===== src/rtl/acc_result_drain.sv =====
// Result drain for the MAC array: requantizes the four skewed accumulator lanes,
// assembles full rows, buffers them in a small FIFO and streams them out one lane per cycle.
module acc_result_drain #(
    parameter int ACC_W  = 16,
    parameter int OUT_W  = 8,
    parameter int N_MACS = 4,
    parameter int DEPTH  = 4
) (
    input  logic                    clk,
    input  logic                    rst,
    input  logic                    clear,
    input  logic                    relu_en,
    input  logic [3:0]              shift_amt,
    input  logic signed [ACC_W-1:0] acc_in_0,
    input  logic signed [ACC_W-1:0] acc_in_1,
    input  logic signed [ACC_W-1:0] acc_in_2,
    input  logic signed [ACC_W-1:0] acc_in_3,
    input  logic [N_MACS-1:0]       valid_in,
    output logic signed [OUT_W-1:0] out_data,
    output logic [1:0]              out_lane,
    output logic                    out_last,
    output logic                    out_valid,
    input  logic                    out_ready,
    output logic [7:0]              row_count,
    output logic                    overflow,
    output logic                    busy
);

    localparam int AW    = $clog2(DEPTH);
    localparam int ROW_W = N_MACS * OUT_W;

    localparam logic signed [ACC_W:0] SAT_MAX = {{(ACC_W-OUT_W+2){1'b0}}, {(OUT_W-1){1'b1}}};
    localparam logic signed [ACC_W:0] SAT_MIN = {{(ACC_W-OUT_W+2){1'b1}}, {(OUT_W-1){1'b0}}};

    typedef enum logic {
        ST_IDLE,
        ST_EMIT
    } state_t;

    // Round half up, arithmetic shift, optional ReLU, saturate; ACC_W+1 bits keeps the rounding add exact.
    function automatic logic [OUT_W-1:0] quantize(
        input logic signed [ACC_W-1:0] acc,
        input logic [3:0]              sh,
        input logic                    relu
    );
        logic signed [ACC_W:0] ext;
        logic signed [ACC_W:0] rnd;
        logic signed [ACC_W:0] shifted;
        logic [OUT_W-1:0]      res;
        ext = {acc[ACC_W-1], acc};
        rnd = '0;
        if (sh != 4'd0) begin
            rnd = {{ACC_W{1'b0}}, 1'b1} << (sh - 4'd1);
        end
        shifted = (ext + rnd) >>> sh;
        if (relu && shifted[ACC_W]) begin
            res = '0;
        end else if (shifted > SAT_MAX) begin
            res = SAT_MAX[OUT_W-1:0];
        end else if (shifted < SAT_MIN) begin
            res = SAT_MIN[OUT_W-1:0];
        end else begin
            res = shifted[OUT_W-1:0];
        end
        return res;
    endfunction

    logic signed [ACC_W-1:0] acc_in [N_MACS];

    logic [OUT_W-1:0]  lane_q [N_MACS];
    logic [OUT_W-1:0]  lane_d [N_MACS];
    logic [N_MACS-1:0] captured_q;
    logic [N_MACS-1:0] captured_d;
    logic [ROW_W-1:0]  row_word;
    logic              row_done;
    logic              recapture;

    logic [ROW_W-1:0]  fifo_mem [DEPTH];
    logic [AW:0]       wr_ptr_q;
    logic [AW:0]       wr_ptr_d;
    logic [AW:0]       rd_ptr_q;
    logic [AW:0]       rd_ptr_d;
    logic [AW:0]       fifo_count;
    logic              fifo_empty;
    logic              fifo_full;
    logic              push;
    logic              drop;
    logic              pop;
    logic              handshake;

    logic [1:0]        lane_idx_q;
    logic [1:0]        lane_idx_d;
    logic [7:0]        row_count_q;
    logic [7:0]        row_count_d;
    logic              overflow_q;
    logic              overflow_d;
    logic [ROW_W-1:0]  head_row;

    state_t            state_q;
    state_t            state_d;

    assign acc_in[0] = acc_in_0;
    assign acc_in[1] = acc_in_1;
    assign acc_in[2] = acc_in_2;
    assign acc_in[3] = acc_in_3;

    // The pushed row includes lanes captured on the completing edge itself.
    always_comb begin
        captured_d = captured_q | valid_in;
        recapture  = |(captured_q & valid_in);
        row_done   = &captured_d;
        row_word   = '0;
        for (int i = 0; i < N_MACS; i++) begin
            lane_d[i] = valid_in[i] ? quantize(acc_in[i], shift_amt, relu_en) : lane_q[i];
            row_word[i*OUT_W +: OUT_W] = lane_d[i];
        end
        if (row_done) begin
            captured_d = '0;
        end
        if (clear) begin
            captured_d = '0;
            for (int i = 0; i < N_MACS; i++) begin
                lane_d[i] = '0;
            end
        end
    end

    always_comb begin
        fifo_count = wr_ptr_q - rd_ptr_q;
        fifo_empty = (wr_ptr_q == rd_ptr_q);
        fifo_full  = (wr_ptr_q[AW] != rd_ptr_q[AW]) && (wr_ptr_q[AW-1:0] == rd_ptr_q[AW-1:0]);
        handshake  = (state_q == ST_EMIT) && out_ready;
        pop        = handshake && (lane_idx_q == 2'd3);
        push       = row_done && !clear && (!fifo_full || pop);
        drop       = row_done && fifo_full && !pop;

        wr_ptr_d    = wr_ptr_q + {{AW{1'b0}}, push};
        rd_ptr_d    = rd_ptr_q + {{AW{1'b0}}, pop};
        lane_idx_d  = handshake ? lane_idx_q + 2'd1 : lane_idx_q;
        row_count_d = row_count_q + {7'd0, pop};
        overflow_d  = overflow_q || recapture || drop;
        if (clear) begin
            wr_ptr_d    = '0;
            rd_ptr_d    = '0;
            lane_idx_d  = '0;
            row_count_d = '0;
            overflow_d  = 1'b0;
        end
    end

    always_ff @(posedge clk or negedge rst) begin
        if (!rst) begin
            for (int i = 0; i < N_MACS; i++) begin
                lane_q[i] <= '0;
            end
            captured_q  <= '0;
            wr_ptr_q    <= '0;
            rd_ptr_q    <= '0;
            lane_idx_q  <= '0;
            row_count_q <= '0;
            overflow_q  <= 1'b0;
        end else begin
            lane_q      <= lane_d;
            captured_q  <= captured_d;
            wr_ptr_q    <= wr_ptr_d;
            rd_ptr_q    <= rd_ptr_d;
            lane_idx_q  <= lane_idx_d;
            row_count_q <= row_count_d;
            overflow_q  <= overflow_d;
        end
    end

    // Storage needs no reset: entries are only read while the pointers say they are valid.
    always_ff @(posedge clk) begin
        if (push) begin
            fifo_mem[wr_ptr_q[AW-1:0]] <= row_word;
        end
    end

    always_ff @(posedge clk or negedge rst) begin
        if (!rst) begin
            state_q <= ST_IDLE;
        end else begin
            state_q <= state_d;
        end
    end

    // Looking at the same-edge push lets a fresh row appear the cycle right after it completes.
    always_comb begin
        state_d = state_q;
        case (state_q)
            ST_IDLE: begin
                if (!fifo_empty || push) begin
                    state_d = ST_EMIT;
                end
            end
            ST_EMIT: begin
                if (pop && !push && (fifo_count == {{AW{1'b0}}, 1'b1})) begin
                    state_d = ST_IDLE;
                end
            end
            default: state_d = ST_IDLE;
        endcase
        if (clear) begin
            state_d = ST_IDLE;
        end
    end

    always_comb begin
        head_row  = fifo_mem[rd_ptr_q[AW-1:0]];
        out_valid = (state_q == ST_EMIT);
        out_lane  = lane_idx_q;
        out_last  = out_valid && (lane_idx_q == 2'd3);
        out_data  = '0;
        if (out_valid) begin
            out_data = head_row[lane_idx_q*OUT_W +: OUT_W];
        end
        row_count = row_count_q;
        overflow  = overflow_q;
        busy      = (|captured_q) || !fifo_empty || out_valid;
    end

endmodule


===== config.mk =====
export PLATFORM = sky130hd
export DESIGN_NAME = acc_result_drain
export DESIGN_NICKNAME = d
export VERILOG_FILES = /design/src/rtl/acc_result_drain.sv
export SDC_FILE = /design/constraint.sdc
export NUM_CORES = 1
export LEC_CHECK = 0
export BUFFER_PORTS_ARGS = -buffer_cell sky130_fd_sc_hd__buf_2
export CORE_UTILIZATION = 57
export CTS_CLUSTER_SIZE = 24
export DETAILED_ROUTE_END_ITERATION = 7
export GPL_TIMING_DRIVEN = 0
export PLACE_DENSITY = 0.78
export REMOVE_ABC_BUFFERS = 1
export SETUP_SLACK_MARGIN = 0.2
export SYNTH_ARGS = -nofsm -noshare
export SYNTH_HDL_FRONTEND = slang
export SYNTH_SLANG_ARGS = --single-unit

===== constraint.sdc =====
create_clock -name clk -period 4.6 [get_ports clk]
set_input_delay 0.23 -clock clk [delete_from_list [all_inputs] [get_ports clk]]
set_output_delay 0.23 -clock clk [all_outputs]
set_load 0.05 [all_outputs]

==> impl_metrics.yaml, run 1 <==
yosys:
  synthTopCellsByCount: "nor2_1 (173), nand2_1 (143), edfxtp_1 (128), a21oi_1 (121), clkbuf_1 (90)"
  synth_area_leader_cell: "edfxtp_1"
  synth_top_area_share_pct: 23.2
  synth.most_common_cell: "nor2_1"
  async_flop_share_pct: 29.7
  synth-seq-cells: 182
  synthTopCellsByArea: "edfxtp_1 (23%), dfrtp_1 (8.2%), mux4_2 (6.7%)"
  synth.distinct_cells: 115
  netlist_instances: 1816
  synth_edf_count: 128
  ys_warn_count: 0
  synth.yosys.seq_area_share_pct: 31.4
  synthFlopType: "edfxtp_1"
  avgSynthCellArea_um2: 9.11
  synth_area_um2: 16500
power:
  leakage_nw: 7.74
  total_power_w: 0.00505
  p_per_area_nw_per_um2: 249
  ir_worst_vdd_mv: 0.207
hold_path:
  hp-class: "in2async"
final_layout:
  multiInputGateArea_um2: 11800
  fillers: 2092
  drive_gt1_share_pct: 28.0
  diodes: 0
  register_area_um2: 5200
  areaGrowthSynthToFinish_pct: 22.8
  finalInstanceArea_um2: 20300
  nets: 2074
  post-route-util_pct: 71.0
clock_network:
  cts_buffers: 17
  cts.sinks: 182
  cts_max_path_buffers: 2
  ctsHoldBuffers: 0
  htree_levels: 4
  cts_tree: "done"
  insertion_delay_ps: 420
  cts_root_buf: "clkbuf_16"
  clk_pin_slew_ps: 70
global_routing:
  use_met3_pct: 6.80
  grt_max_degree: 55
  grt_use_met1_pct: 48.1
  grt_pass1_wl_um: 86100
  use_met2_pct: 61.8
  grt_pass1_vias: 15164
  busiest_layer: "met2"
  overflow: 0
  grtUsageTotal_pct: 38.3
  antenna_found_initial: 0
floorplanning:
  chipHeight_um: 172
  rows: 62
  core_um2: 28600
  ios: 99
  die_area_um2: 29700
  die_x_um: 172
  start_util_pct: 57.8
detailed_routing:
  vias: 16716
  firstDrtPassIters: 8
  postRouteAntennaNets: 0
  drt_iter0_drc: 2172
  drt_wl_total_um: 59500
  drc: 37
  via_per_inst: 7.16
  wire_per_inst_um: 25.5
worst_setup_path:
  path_class: "in2reg"
  crit-reg2reg-launch: "rd_ptr_q[1]"
  crit_fanout: 20
  cp_data_arrival_time_ps: 4640
  end_kind: "flip-flop"
  reg2reg_slack_ps: 1000
  required_ps: 4810
  rr_worst_depth: 8
  rr_endpoint: "fifo_mem[0][21]"
  startpoint_type: "primary input"
timing:
  max_freq_mhz: 226
  worst_clock_skew_ps: 9.13
  finalCriticalPeriod_ps: 4420
  hold-worst-slack_ps: 83.9
  max-slew-margin-rel_pct: 14.6
  setup_violations: 0
  hold_viol: 0
  tns_ps: 0
  min_period_over_period_pct: 96.2
  worstMarginPinSlew_ps: 1280
  rsz0062_at_grt: "yes"
  maxSlewViolCount: 0
run:
  timing.max_cap.violations: 0
place:
  post_dp_cell_area_um2: 17200
  port_buffers: 98
  dp_hpwl_um: 38400
  gp_routability_congestion: 0.988
outcome:
  status: "finished, violations left"
  violations: "design-rule violations"
## report_power, final
group | leakage, nW | switching, W | internal [W]
Combinational | 5.56 | 0.00108 | 0.000675
Clock | 0.290 | 0.000639 | 0.000797
Sequential | 1.89 | 0.0000273 | 0.00184
Total | 7.74 | 0.00174 | 0.00331
## layout by cell type (no fill, tap or decap), types with 16 or more instances in the layout
cell type,n
mux4_2,49
nand4_1,16
dfrtp_1,52
o21ai_0,70
buf_4,102
a211oi_1,39
a21oi_2,16
nor2_4,17
ha_1,37
a221o_1,16
xnor2_1,37
nand3_1,39
nor2_1,150
a21oi_1,104
and3_1,23
and2_1,20
xor2_1,27
nand2_1,135
nand2b_1,17
nor3_1,47
buf_2,95
a21o_1,34
edfxtp_1,128
a31oi_1,20
nor2b_1,36
o211ai_1,34
inv_1,29
clkbuf_16,22
o22ai_1,17
mux2i_1,31
## routing by layer
layer | vias to the layer above | wire [um]
met5 | - | 50
met3 | 312 | 6280
li1 | 7364 | -
met4 | 2 | 4570
met2 | 1109 | 26600
met1 | 7929 | 22000
## worst max-delay path, stage by stage
cell	delay (ps)
buf_16	150
buf_16	180
clkinv_16	120
nand2_8	90
nor2_4	180
ha_2	360
a21o_1	220
maj3_1	360
a31o_2	240
a21oi_4	180
o21ai_0	240
nor2_2	360
o2111ai_1	290
mux2_2	400
o311ai_4	300
and2b_2	250
nand2_1	120
a21oi_2	310
## state kept, by name, summed over array words and instances (netlist names)
signal / count
wr_ptr_q: 3
overflow: 1
captured_q: 4
out_valid: 1
row_count: 8
rd_ptr_q: 3
out_lane: 2
lane_q: 32
fifo_mem: 128
## repair_timing
item                       4_1_cts  5_1_grt
gates cloned                     9        7
setup buffers                   62       48
pin swaps                       38       45
resized for setup              174       97
setup endpoints to repair      160      138
hold endpoints to repair         0        0
## area by class of cell
type | instances | area share (%)
multi-input cells | 1472 | 58.2
flip-flops and latches | 182 | 25.6
repair buffers | 227 | 9.69
well taps | 384 | 2.36
clock buffers | 19 | 2.24
inverters | 34 | 1.03
clock inverters | 13 | 0.653
repair inverters | 5 | 0.222
## metrics by stage
step           worst slack [ps]  cells
3_5_place_dp              -3410   2178
4_1_cts                     208   2281
6_report                    175   2336
2_1_floorplan              -690   1687
5_1_grt                     143   2336
3_3_place_gp              -4000   2169
## worst max-delay path by stage
stage / from / endpoint / cells after the start
floorplan: rd_ptr_q[0] / fifo_mem[0][0] / 5
global placement: shift_amt[2] / fifo_mem[0][6] / 16
detailed placement: shift_amt[1] / fifo_mem[2][19] / 18
CTS: shift_amt[1] / fifo_mem[3][0] / 19
global route: shift_amt[0] / fifo_mem[1][13] / 18
finish: shift_amt[0] / fifo_mem[1][1] / 18
## logic make-up (layout without fill, tap and decap cells)
group / count (synthesis) / count (layout) / synth area share (%)
flops: 182 / 182 / 31.4
compound gates: 603 / 603 / 26.2
mux: 100 / 100 / 9.88
xor+xnor: 72 / 72 / 3.86
fa+ha+maj: 65 / 65 / 4.85
other cells: 1 / 4 / 0.0227
simple gates: 627 / 628 / 19.6
buf+inv: 166 / 298 / 4.18
Note: power is estimated with default switching activity, not from simulation.
==> inputs of run 2 (changes only) <==
--- a/config.mk
+++ b/config.mk
@@ -6,13 +6,14 @@
 export NUM_CORES = 1
 export LEC_CHECK = 0
 export BUFFER_PORTS_ARGS = -buffer_cell sky130_fd_sc_hd__buf_2
+export CORE_ASPECT_RATIO = 0.5
 export CORE_UTILIZATION = 57
 export CTS_CLUSTER_SIZE = 24
 export DETAILED_ROUTE_END_ITERATION = 7
 export GPL_TIMING_DRIVEN = 0
 export PLACE_DENSITY = 0.78
 export REMOVE_ABC_BUFFERS = 1
-export SETUP_SLACK_MARGIN = 0.2
+export SETUP_SLACK_MARGIN = 0.3
 export SYNTH_ARGS = -nofsm -noshare
 export SYNTH_HDL_FRONTEND = slang
 export SYNTH_SLANG_ARGS = --single-unit
==> impl_metrics.yaml, run 2 (synthesis results as in run 1) <==
hold_path:
  min_path_cells: 3
  worstHoldEndpoint: "out_lane[1]"
  min-delay-start: "out_ready"
  hp-class: "in2reg"
clock_network:
  clk_pin_slew_ps: 70
  insertion_delay_ps: 430
  cts_max_path_buffers: 2
  cts_tree: "done"
  htree_levels: 4
  cts_root_buf: "clkbuf_16"
  cts_buffers: 17
  cts.sinks: 182
final_layout:
  areaGrowthSynthToFinish_pct: 23.2
  fin_cells: 2331
  nets: 2071
  finalInstanceArea_um2: 20400
  fillers: 2007
  final_common_cell: "nor2_1"
  most-common-layout-cells: "nor2_1 (150), nand2_1 (133), edfxtp_1 (128)"
  drive_gt1_share_pct: 28.2
  diodes: 0
  largest_register_ffs: 128
global_routing:
  grtUsageTotal_pct: 38.4
  grt_max_degree: 55
  grt_pass1_wl_um: 87600
  grt_pass1_vias: 15264
  overflow: 0
  antenna_found_initial: 2
timing:
  setup_violations: 0
  worst_clock_skew_ps: 11.6
  worstMarginPinSlew_ps: 989
  maxSlewViolCount: 0
  max-slew-margin-rel_pct: 33.5
  rsz0062_at_grt: "yes"
  hold_viol: 0
  max_freq_mhz: 224
  finalCriticalPeriod_ps: 4470
  min_period_over_period_pct: 97.2
run:
  timing.max_cap.violations: 0
detailed_routing:
  vias: 17186
  postRouteAntennaNets: 0
  firstDrtPassIters: 8
  via_per_inst: 7.37
  drt_iter0_drc: 2978
  wire_per_inst_um: 26.2
  drt_wl_total_um: 61000
  drc: 6
worst_setup_path:
  path_class: "in2reg"
  cp_cell_sequence: "clkbuf_16, buf_4, nor3b_2, nor3_1, a211oi_4, o41a_1, buf_6, buf_4, xnor2_1, a32o_1, or3_4, or2_0, and4b_1, a221o_2, a221o_1, nor2b_2"
  cp-startpoint: "shift_amt[0]"
  required_ps: 4880
  reg2reg_slack_ps: 1000
  cp_top_family: "simple AND/OR/NAND/NOR gates"
  startpoint_type: "primary input"
  rr_endpoint: "fifo_mem[0][23]"
  crit_fanout: 9
  cp_num_buf_inv: 4
  crit_top_cell: "buf_4"
  cp_data_arrival_time_ps: 4750
  rr_worst_depth: 9
  crit-reg2reg-launch: "rd_ptr_q[1]"
  max_stage_delay_ps: 790
  end_kind: "flip-flop"
  crit_slowest_cell: "nor3b_2"
floorplanning:
  die_x_um: 243
  die_area_um2: 29800
  start_util_pct: 58.9
  chipHeight_um: 122
  core_um2: 28100
  ios: 99
  rows: 43
power:
  leakage_nw: 7.76
  total_power_w: 0.00506
  ir_worst_vdd_mv: 0.326
  p_per_area_nw_per_um2: 248
place:
  dp.cells: 2175
  post_dp_cell_area_um2: 17200
  dp_hpwl_um: 37200
  port_buffers: 98
  gp_routability_congestion: 1.00
outcome:
  violations: "design-rule violations"
  status: "finished, violations left"
run 2: cell types whose count changed in the layout (fill, tap and decap cells not counted), sizes merged, moves of 2 or more:
cell,change
buf,-8
inv,-4
bufbuf,+3
clkbuf,+3
clkinvlp,+2
run 2: layout make-up:
class	count	area [um^2]	area share, %
multi-input combinational	1472	11900	58.3
sequential	182	5200	25.5
timing repair buffer	223	2000	9.82
clock buffer	22	495	2.43
tap	382	478	2.34
inverter	34	200	0.982
clock inverter	10	68.8	0.337
timing repair inverter	6	58.8	0.288
run 2: timing repair:
action | in CTS | in global routing
endpoints found under the setup margin | 160 | 140
pin swaps | 31 | 50
hold buffers | 0 | 1
buffers inserted | 54 | 49
gates cloned | 15 | 5
resized for setup | 190 | 90
hold endpoints to repair | 0 | 54
run 2: how the worst max path moves through the flow:
stage,endpoint,slack (ps),cells after the start
after CTS,lane_q[3],310,20
after floorplan,fifo_mem[0][0],-690,5
after detailed placement,fifo_mem[2][30],-3320,17
after global placement,fifo_mem[0][30],-4070,17
after global routing,lane_q[3],170,16
final,lane_q[3],130,16
run 2: layer usage:
metal	vias to the layer above	global-route usage [%]	share of wire [%]
met2	1373	56.9	42
li1	7350	-	-
met5	-	0	0.038
met4	4	16.9	5.1
met1	8107	51.7	39
met3	352	12.3	14
run 2: power by group:
part	leakage [nW]	switching (W)	internal, W
clock	0.274	0.000603	0.000767
sequential	1.89	0.0000292	0.00184
combinational	5.60	0.00113	0.000692
total	7.76	0.00176	0.00329
run 2: worst register-to-register path, cell delays in order, from the launching register on:
cell	delay [ps]
dfrtp_2	930
inv_1	230
ha_1	340
nand2_1	110
nor3b_1	90
nor3b_1	560
nor3b_2	440
buf_6	240
buf_6	190
buf_8	170
run 2: stage by stage:
step	utilization [%]	setup WS, ps	hold WS (ps)	TNS (ps)
after global routing	72.6	166	108	0
after global placement	60.4	-4070	515	-799350
after floorplan	-	-690	-65.6	-62710
after detailed placement	61.1	-3320	523	-437080
after CTS	69.2	306	78.2	0
final	72.6	129	88.7	0
